$ cat config.mk
export PLATFORM = sky130hd
export DESIGN_NAME = l2_write_buffer
export DESIGN_NICKNAME = d
export VERILOG_FILES = /design/src/rtl/l2_write_buffer_pkg.sv /design/src/rtl/wb_entry_array.sv /design/src/rtl/l2_write_buffer.sv
export SDC_FILE = /design/constraint.sdc
export NUM_CORES = 2
export LEC_CHECK = 0
export ABC_CLOCK_PERIOD_IN_PS = 26300
export BUFFER_PORTS_ARGS = -buffer_cell sky130_fd_sc_hd__buf_2
export CORE_MARGIN = 8
export CORE_UTILIZATION = 50
export DETAILED_ROUTE_END_ITERATION = 12
export GPL_TIMING_DRIVEN = 0
export HOLD_SLACK_MARGIN = 0.03
export PLACE_DENSITY = 0.78
export SYNTH_ARGS = -nofsm -noshare
export SYNTH_HDL_FRONTEND = slang
export SYNTH_HIERARCHICAL = 1
export SYNTH_SLANG_ARGS = --single-unit
$ cat constraint.sdc
create_clock -name clk -period 26.3 [get_ports clk]
set_clock_uncertainty 0.2 [all_clocks]
set_input_delay 3.945 -clock clk [delete_from_list [all_inputs] [get_ports clk]]
set_output_delay 3.945 -clock clk [all_outputs]
set_load 0.01 [all_outputs]
$ cat src/rtl/l2_write_buffer_pkg.sv
// Shared types for the L2 writeback buffer: line/tag typedefs, buffer entry
// payload, FSM state encoding and a tag-to-line-address helper.
package lc3b_types;

  localparam int unsigned LINE_W = 128;
  localparam int unsigned ADDR_W = 16;
  localparam int unsigned OFFS_W = 4;
  localparam int unsigned TAG_W  = ADDR_W - OFFS_W;

  typedef logic [LINE_W-1:0] lc3b_line;
  typedef logic [TAG_W-1:0]  lc3b_tag;

  typedef struct packed {
    lc3b_tag  tag;
    lc3b_line data;
    logic     valid;
  } lc3b_wb_entry;

  typedef enum logic [1:0] {
    WB_IDLE  = 2'd0,
    WB_READ  = 2'd1,
    WB_DRAIN = 2'd2,
    WB_RESP  = 2'd3
  } wb_state_e;

  // Line-aligned physical address for a tag (offset bits forced to zero).
  function automatic logic [ADDR_W-1:0] line_addr(input lc3b_tag tag);
    return {tag, {OFFS_W{1'b0}}};
  endfunction

endpackage

$ cat src/rtl/wb_entry_array.sv
// Writeback entry storage with a parallel tag compare.
// Ports: clk/reset; wr_* write (enqueue or coalesce) one entry; clr_* drops
// the valid bit of a popped entry; lookup_tag is compared against all valid
// entries giving match_c/match_idx_c/match_data_c; head_idx selects the entry
// presented on head_tag_c/head_data_c for draining.
module wb_entry_array
  import lc3b_types::*;
#(
  parameter int unsigned DEPTH = 4,
  localparam int unsigned IDX_W = $clog2(DEPTH)
) (
  input  logic             clk,
  input  logic             reset,
  input  logic             wr_en,
  input  logic [IDX_W-1:0] wr_idx,
  input  lc3b_tag          wr_tag,
  input  lc3b_line         wr_data,
  input  logic             clr_en,
  input  logic [IDX_W-1:0] clr_idx,
  input  lc3b_tag          lookup_tag,
  output logic             match_c,
  output logic [IDX_W-1:0] match_idx_c,
  output lc3b_line         match_data_c,
  input  logic [IDX_W-1:0] head_idx,
  output lc3b_tag          head_tag_c,
  output lc3b_line         head_data_c
);

  lc3b_wb_entry entries [DEPTH];

  // Entry storage; write and clear never target the same cycle.
  always_ff @(posedge clk or posedge reset) begin
    if (reset) begin
      for (int unsigned i = 0; i < DEPTH; i++) begin
        entries[IDX_W'(i)] <= '0;
      end
    end else begin
      if (clr_en) begin
        entries[clr_idx].valid <= 1'b0;
      end
      if (wr_en) begin
        entries[wr_idx] <= '{tag: wr_tag, data: wr_data, valid: 1'b1};
      end
    end
  end

  // Coalescing keeps tags unique, so at most one entry can hit.
  always_comb begin
    match_c     = 1'b0;
    match_idx_c = '0;
    for (int unsigned i = 0; i < DEPTH; i++) begin
      if (entries[IDX_W'(i)].valid && (entries[IDX_W'(i)].tag == lookup_tag)) begin
        match_c     = 1'b1;
        match_idx_c = IDX_W'(i);
      end
    end
  end

  assign match_data_c = entries[match_idx_c].data;
  assign head_tag_c   = entries[head_idx].tag;
  assign head_data_c  = entries[head_idx].data;

endmodule

$ cat src/rtl/l2_write_buffer.sv
// Writeback buffer between the L2 cache and physical memory. L2 writebacks
// are queued (or coalesced onto a buffered line with the same tag) and acked
// quickly; queued lines drain to memory whenever L2 is quiet or the queue is
// full. Read misses go straight to memory ahead of pending drains.
// Ports: clk, reset (async, active high); L2 side mem_read/mem_write/
// mem_address/mem_wdata in, mem_resp/mem_rdata out; memory side pmem_read/
// pmem_write/pmem_address/pmem_wdata out, pmem_resp/pmem_rdata in.
// Build option: WB_READ_FORWARD_EN serves reads that hit a buffered line
// directly from the buffer; without it the buffer drains past the hit first.
module l2_write_buffer
  import lc3b_types::*;
#(
  parameter int unsigned DEPTH = 4
) (
  input  logic                clk,
  input  logic                reset,
  input  logic                mem_read,
  input  logic                mem_write,
  input  logic [ADDR_W-1:0]   mem_address,
  input  logic [LINE_W-1:0]   mem_wdata,
  output logic                mem_resp,
  output logic [LINE_W-1:0]   mem_rdata,
  output logic                pmem_read,
  output logic                pmem_write,
  output logic [ADDR_W-1:0]   pmem_address,
  output logic [LINE_W-1:0]   pmem_wdata,
  input  logic                pmem_resp,
  input  logic [LINE_W-1:0]   pmem_rdata
);

  localparam int unsigned IDX_W = $clog2(DEPTH);
  localparam int unsigned CNT_W = $clog2(DEPTH + 1);

  wb_state_e        state, next_state;
  logic [IDX_W-1:0] head, tail, wr_idx;
  logic [CNT_W-1:0] count;
  logic             full, wr_en, enq, pop;
  lc3b_tag          req_tag, head_tag_c;
  logic             match_c;
  logic [IDX_W-1:0] match_idx_c;
  lc3b_line         match_data_c, head_data_c;

  logic             mem_resp_d, pmem_read_d, pmem_write_d;
  logic [ADDR_W-1:0] pmem_address_d;
  lc3b_line         pmem_wdata_d, mem_rdata_d;

  logic             unused_addr_lo;

  assign req_tag        = mem_address[ADDR_W-1:OFFS_W];
  assign full           = (count == CNT_W'(DEPTH));
  assign unused_addr_lo = ^mem_address[OFFS_W-1:0];

  wb_entry_array #(.DEPTH(DEPTH)) u_entries (
    .clk          (clk),
    .reset        (reset),
    .wr_en        (wr_en),
    .wr_idx       (wr_idx),
    .wr_tag       (req_tag),
    .wr_data      (mem_wdata),
    .clr_en       (pop),
    .clr_idx      (head),
    .lookup_tag   (req_tag),
    .match_c      (match_c),
    .match_idx_c  (match_idx_c),
    .match_data_c (match_data_c),
    .head_idx     (head),
    .head_tag_c   (head_tag_c),
    .head_data_c  (head_data_c)
  );

  // State register.
  always_ff @(posedge clk or posedge reset) begin
    if (reset) begin
      state <= WB_IDLE;
    end else begin
      state <= next_state;
    end
  end

  // Next state: writes first, then reads, then background drain.
  always_comb begin
    next_state = state;
    case (state)
      WB_IDLE: begin
        if (mem_write) begin
          // A full buffer with no coalesce target must drain before accepting.
          next_state = (match_c || !full) ? WB_RESP : WB_DRAIN;
        end else if (mem_read) begin
`ifdef WB_READ_FORWARD_EN
          next_state = match_c ? WB_RESP : WB_READ;
`else
          // Memory would return stale data; drain until the hit is gone.
          next_state = match_c ? WB_DRAIN : WB_READ;
`endif
        end else if (count != '0) begin
          next_state = WB_DRAIN;
        end
      end
      WB_READ:  if (pmem_resp) next_state = WB_RESP;
      WB_DRAIN: if (pmem_resp) next_state = WB_IDLE;
      WB_RESP:  next_state = WB_IDLE;
      default:  next_state = WB_IDLE;
    endcase
  end

  // Output/datapath decode; pmem request fields hold unless a transition
  // starts or finishes a memory transaction.
  always_comb begin
    wr_en          = 1'b0;
    wr_idx         = tail;
    enq            = 1'b0;
    pop            = 1'b0;
    mem_resp_d     = (next_state == WB_RESP);
    mem_rdata_d    = mem_rdata;
    pmem_read_d    = pmem_read;
    pmem_write_d   = pmem_write;
    pmem_address_d = pmem_address;
    pmem_wdata_d   = pmem_wdata;
    case (state)
      WB_IDLE: begin
        case (next_state)
          WB_RESP: begin
            if (mem_write) begin
              wr_en  = 1'b1;
              wr_idx = match_c ? match_idx_c : tail;
              enq    = !match_c;
            end else begin
              // Only reachable when read forwarding is built in.
              mem_rdata_d = match_data_c;
            end
          end
          WB_READ: begin
            pmem_read_d    = 1'b1;
            pmem_address_d = line_addr(req_tag);
          end
          WB_DRAIN: begin
            pmem_write_d   = 1'b1;
            pmem_address_d = line_addr(head_tag_c);
            pmem_wdata_d   = head_data_c;
          end
          default: ;
        endcase
      end
      WB_READ: begin
        if (pmem_resp) begin
          pmem_read_d = 1'b0;
          mem_rdata_d = pmem_rdata;
        end
      end
      WB_DRAIN: begin
        if (pmem_resp) begin
          pmem_write_d = 1'b0;
          pop          = 1'b1;
        end
      end
      default: ;
    endcase
  end

  // Registered outputs.
  always_ff @(posedge clk or posedge reset) begin
    if (reset) begin
      mem_resp     <= 1'b0;
      mem_rdata    <= '0;
      pmem_read    <= 1'b0;
      pmem_write   <= 1'b0;
      pmem_address <= '0;
      pmem_wdata   <= '0;
    end else begin
      mem_resp     <= mem_resp_d;
      mem_rdata    <= mem_rdata_d;
      pmem_read    <= pmem_read_d;
      pmem_write   <= pmem_write_d;
      pmem_address <= pmem_address_d;
      pmem_wdata   <= pmem_wdata_d;
    end
  end

  // Queue pointers and occupancy; enqueue (IDLE) and pop (DRAIN) are exclusive.
  always_ff @(posedge clk or posedge reset) begin
    if (reset) begin
      head  <= '0;
      tail  <= '0;
      count <= '0;
    end else begin
      if (enq) begin
        tail  <= tail + IDX_W'(1);
        count <= count + CNT_W'(1);
      end
      if (pop) begin
        head  <= head + IDX_W'(1);
        count <= count - CNT_W'(1);
      end
    end
  end

endmodule
### Word level (Yosys, flattened, before mapping)

Cells that the tools add are included.

* bits in writable memories: 0
* memories: 0
* output and inout bits: 275
* register bits after elaboration: 848
* bits in latches: 0
* memory bits (read-only): 0

* order comparisons: 5
* shift operators: 0
* multiply operators: 0
* bitwise operators: 3
* equal/unequal tests: 17
* reductions and logical operators: 20
* add/sub/neg operators: 4
* muxes and demuxes: 53
* divide/modulo/power cells: 0

Operators by type and width (number)
* 564-bit bitwise mux: 2
* 564-bit 2-to-1 mux: 2
* 141-bit binary-select mux with 2-bit select: 2
* 141-bit demux with 2-bit select: 2
* 141-bit 2-to-1 mux: 3
* 128-bit 2-to-1 mux: 3
* 129-bit 2-to-1 mux: 2
* 128-bit one-hot mux with 2 select lines: 1
* 12-bit == test: 4
* 16-bit one-hot mux with 2 select lines: 1
* 2-bit 2-to-1 mux: 12
* 1-bit 2-to-1 mux: 18
* 3-bit >= comparator, second input constant: 3
* 2-bit NOT with 3-bit output: 3
* 2-bit == test, second input constant: 4
* 2-bit != test, second input constant: 4
* 2-bit one-hot mux with 4 select lines: 1
* 2-bit nonzero test: 4
* 1-bit logical AND: 6
* 3-bit by 1-bit < comparator with 1-bit output, second input constant: 2
* 3-bit 2-to-1 mux: 2
* 3-bit AND reduction: 2
* 2-bit by 1-bit adder with 2-bit output, second input constant: 2
* 2-bit by 1-bit == test with 1-bit output, second input constant: 2
* other kinds (11): 15

### Depth between registers and ports, before layout

* depth in word-level cells: 20
* gate-level depth with buffers: 15
* depth with buffers taken out: 9

### Hierarchy

The synthesis kept the hierarchy.

Modules (own cells, without submodules)
* wb_entry_array: area each 28885.2 um2, instances 1, cells each 2165, seq. area each 14113.5 um2
* l2_write_buffer: area each 10834.1 um2, instances 1, cells each 682, seq. area each 7006.7 um2

### Least setup slack after synthesis

No wires, ideal clock.

* path type: input port to flip-flop
* start point: input mem_address[5]
* end point: register u_entries/entries[430] (netlist bit)
* data required time: 25.975 ns
* setup slack: 18.560 ns
* arrival: 7.415 ns
* path buffers: 6
* cell stages on the path: 14
* setup time: 0.125 ns
* cells stage by stage: buf_2 xnor2_1 nand3_1 or4_1 buf_2 buf_2 buf_2 nand4_1 and3_1 mux2_2 nor3b_1 clkbuf_1 clkbuf_1 mux2_2

* cells in the longest elaborated chain, start to end: 20

Ends and longest elaborated chain
* start: declaration: line l2_write_buffer.sv:19 `input logic [ADDR_W-1:0] mem_address,`
* 12-bit == test: line wb_entry_array.sv:52 `if (entries[IDX_W'(i)].valid && (entries[IDX_W'(i)].tag == lookup_tag)) begin`
* 1-bit logical AND: line wb_entry_array.sv:52
* 1-bit 2-to-1 mux (3 in a row): line wb_entry_array.sv:52
* 1-bit 2-to-1 mux (*): line wb_entry_array.sv:52
* named net match_c: line l2_write_buffer.sv:39 `logic match_c;`
* 2-bit 2-to-1 mux / 1-bit logical OR (equally long branches): line l2_write_buffer.sv:93, l2_write_buffer.sv:87
* 2-bit 2-to-1 mux / 1-bit 2-to-1 mux (equally long branches): line l2_write_buffer.sv:88, l2_write_buffer.sv:87
* 2-bit 2-to-1 mux: line l2_write_buffer.sv:85 `if (mem_write) begin`
* [... 4 more ...]
* named net wr_idx[1]: line l2_write_buffer.sv:35 `logic [IDX_W-1:0] head, tail, wr_idx;`
* 2-bit NOT with 3-bit output (not written as such) (*): line wb_entry_array.sv:42 `entries[wr_idx] <= '{tag: wr_tag, data: wr_data, valid: 1'b1};`
* 3-bit >= comparator (not written as such) / 3-bit by 1-bit < comparator with 1-bit output (equally long branches): line wb_entry_array.sv:42
* 1-bit logical AND (not written as such): line wb_entry_array.sv:42
* 141-bit 2-to-1 mux (not written as such): line wb_entry_array.sv:42
* 141-bit demux with 2-bit select (*): line wb_entry_array.sv:42
* 564-bit bitwise mux (*): line wb_entry_array.sv:42
* 564-bit 2-to-1 mux (*): line wb_entry_array.sv:41 `if (wr_en) begin`
* end signal: indexed assignment: line wb_entry_array.sv:42
* end: declaration: line wb_entry_array.sv:29 `lc3b_wb_entry entries [DEPTH];`

The timed path passes the listed nets; every way through them passes the cells marked *.
A chain may end at the register's enable or synchronous reset.

### Final worst setup path

* start point: input mem_address[15]
* end point: register u_entries/entries[557] (netlist bit)

Same word-level chain as after synthesis.

==> impl_results.md <==
* Status: finished, final reports clean
* GRT Total Usage at 23.63%
* Synthesized area per cell at about 17 um^2
* Rows at 97
* Root buffer cell: clkbuf_16
* Fillcell total at 5232
* Starting Density at between 50% and 60%
* M1 WL at ~36 mm
* Clock sinks at 844
* Gr ovfl total at 0
* Placed Cells at ~3600
* Post-CTS Hold Buffers at 0
* YS warnings at 6
* Via count at ~21000
* Post-Synthesis Cells at 2139
* Max-slew headroom at roughly a quarter
* Min Tclk post-route at between 8000 and 9000 ps
* Largest net degree at the start of global routing at between 100 and 150
* Drt first pass iters at 5
* P&R area growth vs syn at 19.48%
* Number of global-route vias before repair at roughly 24000
* Non-filler instance count after layout at 3803
* Fin. max-slew vios at 0
* Clock network power share at about 22%
* Startpoint types: input port
* Met3 wire len at 6.433 mm
* Die footprint at between 0.07 and 0.08 mm^2
* Commonest non-fill, non-tap cell in the layout: dfrtp_1
* Initial antenna violation count at 24
* Arr. time, crit path at 9130 ps
* Total wire length at approximately 95 mm
* Setup Fix Bufs, Post-CTS at 0
* Sw Share at between 30% and 40%
* Core area at roughly 0.07 mm^2
* Tcrit/Tclk final at approximately 34%
* Crit path max-delay family: buffers and inverters
* Num CTS Buffers at 88
* IR drop worst, VDD at between 80 and 90 uV
* Pwr Density at approximately 130 mW/mm^2
* Pleak at roughly 0.020 uW
* Iter 0 DRT Violations at 1061
* Worst path most repeated cell: buf_2
* Critical path's slowest cell: clkbuf_1
* Unrepaired setup endpoints after global routing: false
* Total design power at between 5000 and 6000 uW
* Die width at 282.7 um
* WL met2 at approximately 50 mm
* Sequential share of power at between 40% and 50%
* Hpwl dp at a little under 70 mm
* P_sw at around 1700 uW
* Vias/cell at 5.610
* Die Height at ~280 um
* Comb pwr share at a little over a third
* Final setup viols at 0
* Fmax at 113.4 MHz
* Highest metal used: met5
* TritonCTS clock tree: yes
* Clock transition at the registers of the reported paths at 60 ps
* I/O Buffers at 542
* Max Cap Viol at 0
* CTS HTree Levels at 3
* Fin Setup TNS at 0 ps
* # DRC at 0
* Int Pwr at roughly 3700 uW
* Crit path required time at approximately 27000 ps
* Gpl congestion at about 0.94
* I/O pins at between 500 and 600
* Hold Path Class: reg -> reg
* Setup crit end kind: register
* Post_cts resized at 0
* Fraction of layout cells with a size suffix above 1 at between 50% and 60%
* DR WL/cell at approximately 25 um
* First-pass GRT wire length at 144.3 mm
* Synthesized area at between 0.03 and 0.04 mm^2
* CP max FO at 10
* CP cell instances: buf_2 -> xnor2_1 -> nand3_1 -> or4_1 -> buf_2 -> buf_2 -> buf_2 -> nand4_1 -> and3_1 -> mux2_2 -> nor3b_2 -> clkbuf_1 -> clkbuf_1 -> mux2_2
* Maximum buffer depth of the clock tree at 3
* Endpoints failing hold at 0
* Critical Path Max Stage Delay at 800 ps
* Final nets at between 3000 and 4000
* Worst Path Buf+Inv at 6
* Clk Latency, worst-skew pair at approximately 630 ps
* Worst hold slack at 286.1 ps
* Most frequent cells in the layout: dfrtp_1, mux2_2, buf_2, mux4_2, mux2_1
* Worst-margin pin slew at between 1000 and 1500 ps
* WS Path Type: in -> reg
* Antenna viol nets, final at 0
## metrics by stage
stage	utilization [%]	worst slack, ps	area (um^2)
finish	60.47	17480	42490
global placement	56.16	1733	39460
global route	60.45	17430	42480
floorplan	-	6381	35580
detailed placement	56.42	16850	39650
CTS	60.42	17510	42460
## power by group through the flow
stage | clock network [uW] | logic (uW) | registers, uW
5_1_grt | 1280 | 2110 | 2350
3_5_place_dp | 0 | 1990 | 2300
3_3_place_gp | 0 | 1920 | 2240
6_report | 1200 | 1970 | 2280
2_1_floorplan | 0 | 1280 | 2290
4_1_cts | 1230 | 2000 | 2280
## layout make-up
type / instances / area (um^2) / share of cell area [%]
inverter: 9 / 48.80 / 0.1148
sequential: 844 / 21120 / 49.70
buffer: 150 / 738.2 / 1.737
timing repair buffer: 548 / 2878 / 6.772
antenna: 15 / 37.54 / 0.08833
tap: 940 / 1176 / 2.768
multi-input combinational: 1139 / 13690 / 32.21
clock inverter: 25 / 242.7 / 0.5712
clock buffer: 133 / 2564 / 6.033
## path summary, 6_finish.rpt
| path | startpoint | end | slack, ps | cells past startpoint |
|---|---|---|---|---|
| min in group asynchronous | reset | u_entries/entries[560] | 3190 | 2 |
| hold / removal | pmem_read | pmem_read | 290 | 1 |
| max in group asynchronous | reset | u_entries/entries[219] | 21030 | 4 |
| setup / recovery | mem_address[15] | u_entries/entries[557] | 17480 | 14 |
| setup reg to reg | u_entries/entries[281] | u_entries/entries[557] | 20630 | 13 |
| hold reg to reg | pmem_read | pmem_read | 290 | 1 |
## routing by layer
metal  vias to the layer above  track usage, %
met2                       688           41.91
met5                         -               0
li1                       9172               -
met1                     11262           27.91
met4                        18           9.206
met3                       194           5.269
## state kept, by name (all words and copies together) (netlist names)
register           count
u_entries/entries    564
tail                   2
pmem_address          12
mem_resp               1
pmem_write             1
pmem_wdata           128
mem_rdata            128
state                  2
head                   2
count                  3
pmem_read              1
(Power assumes the default switching activity.)
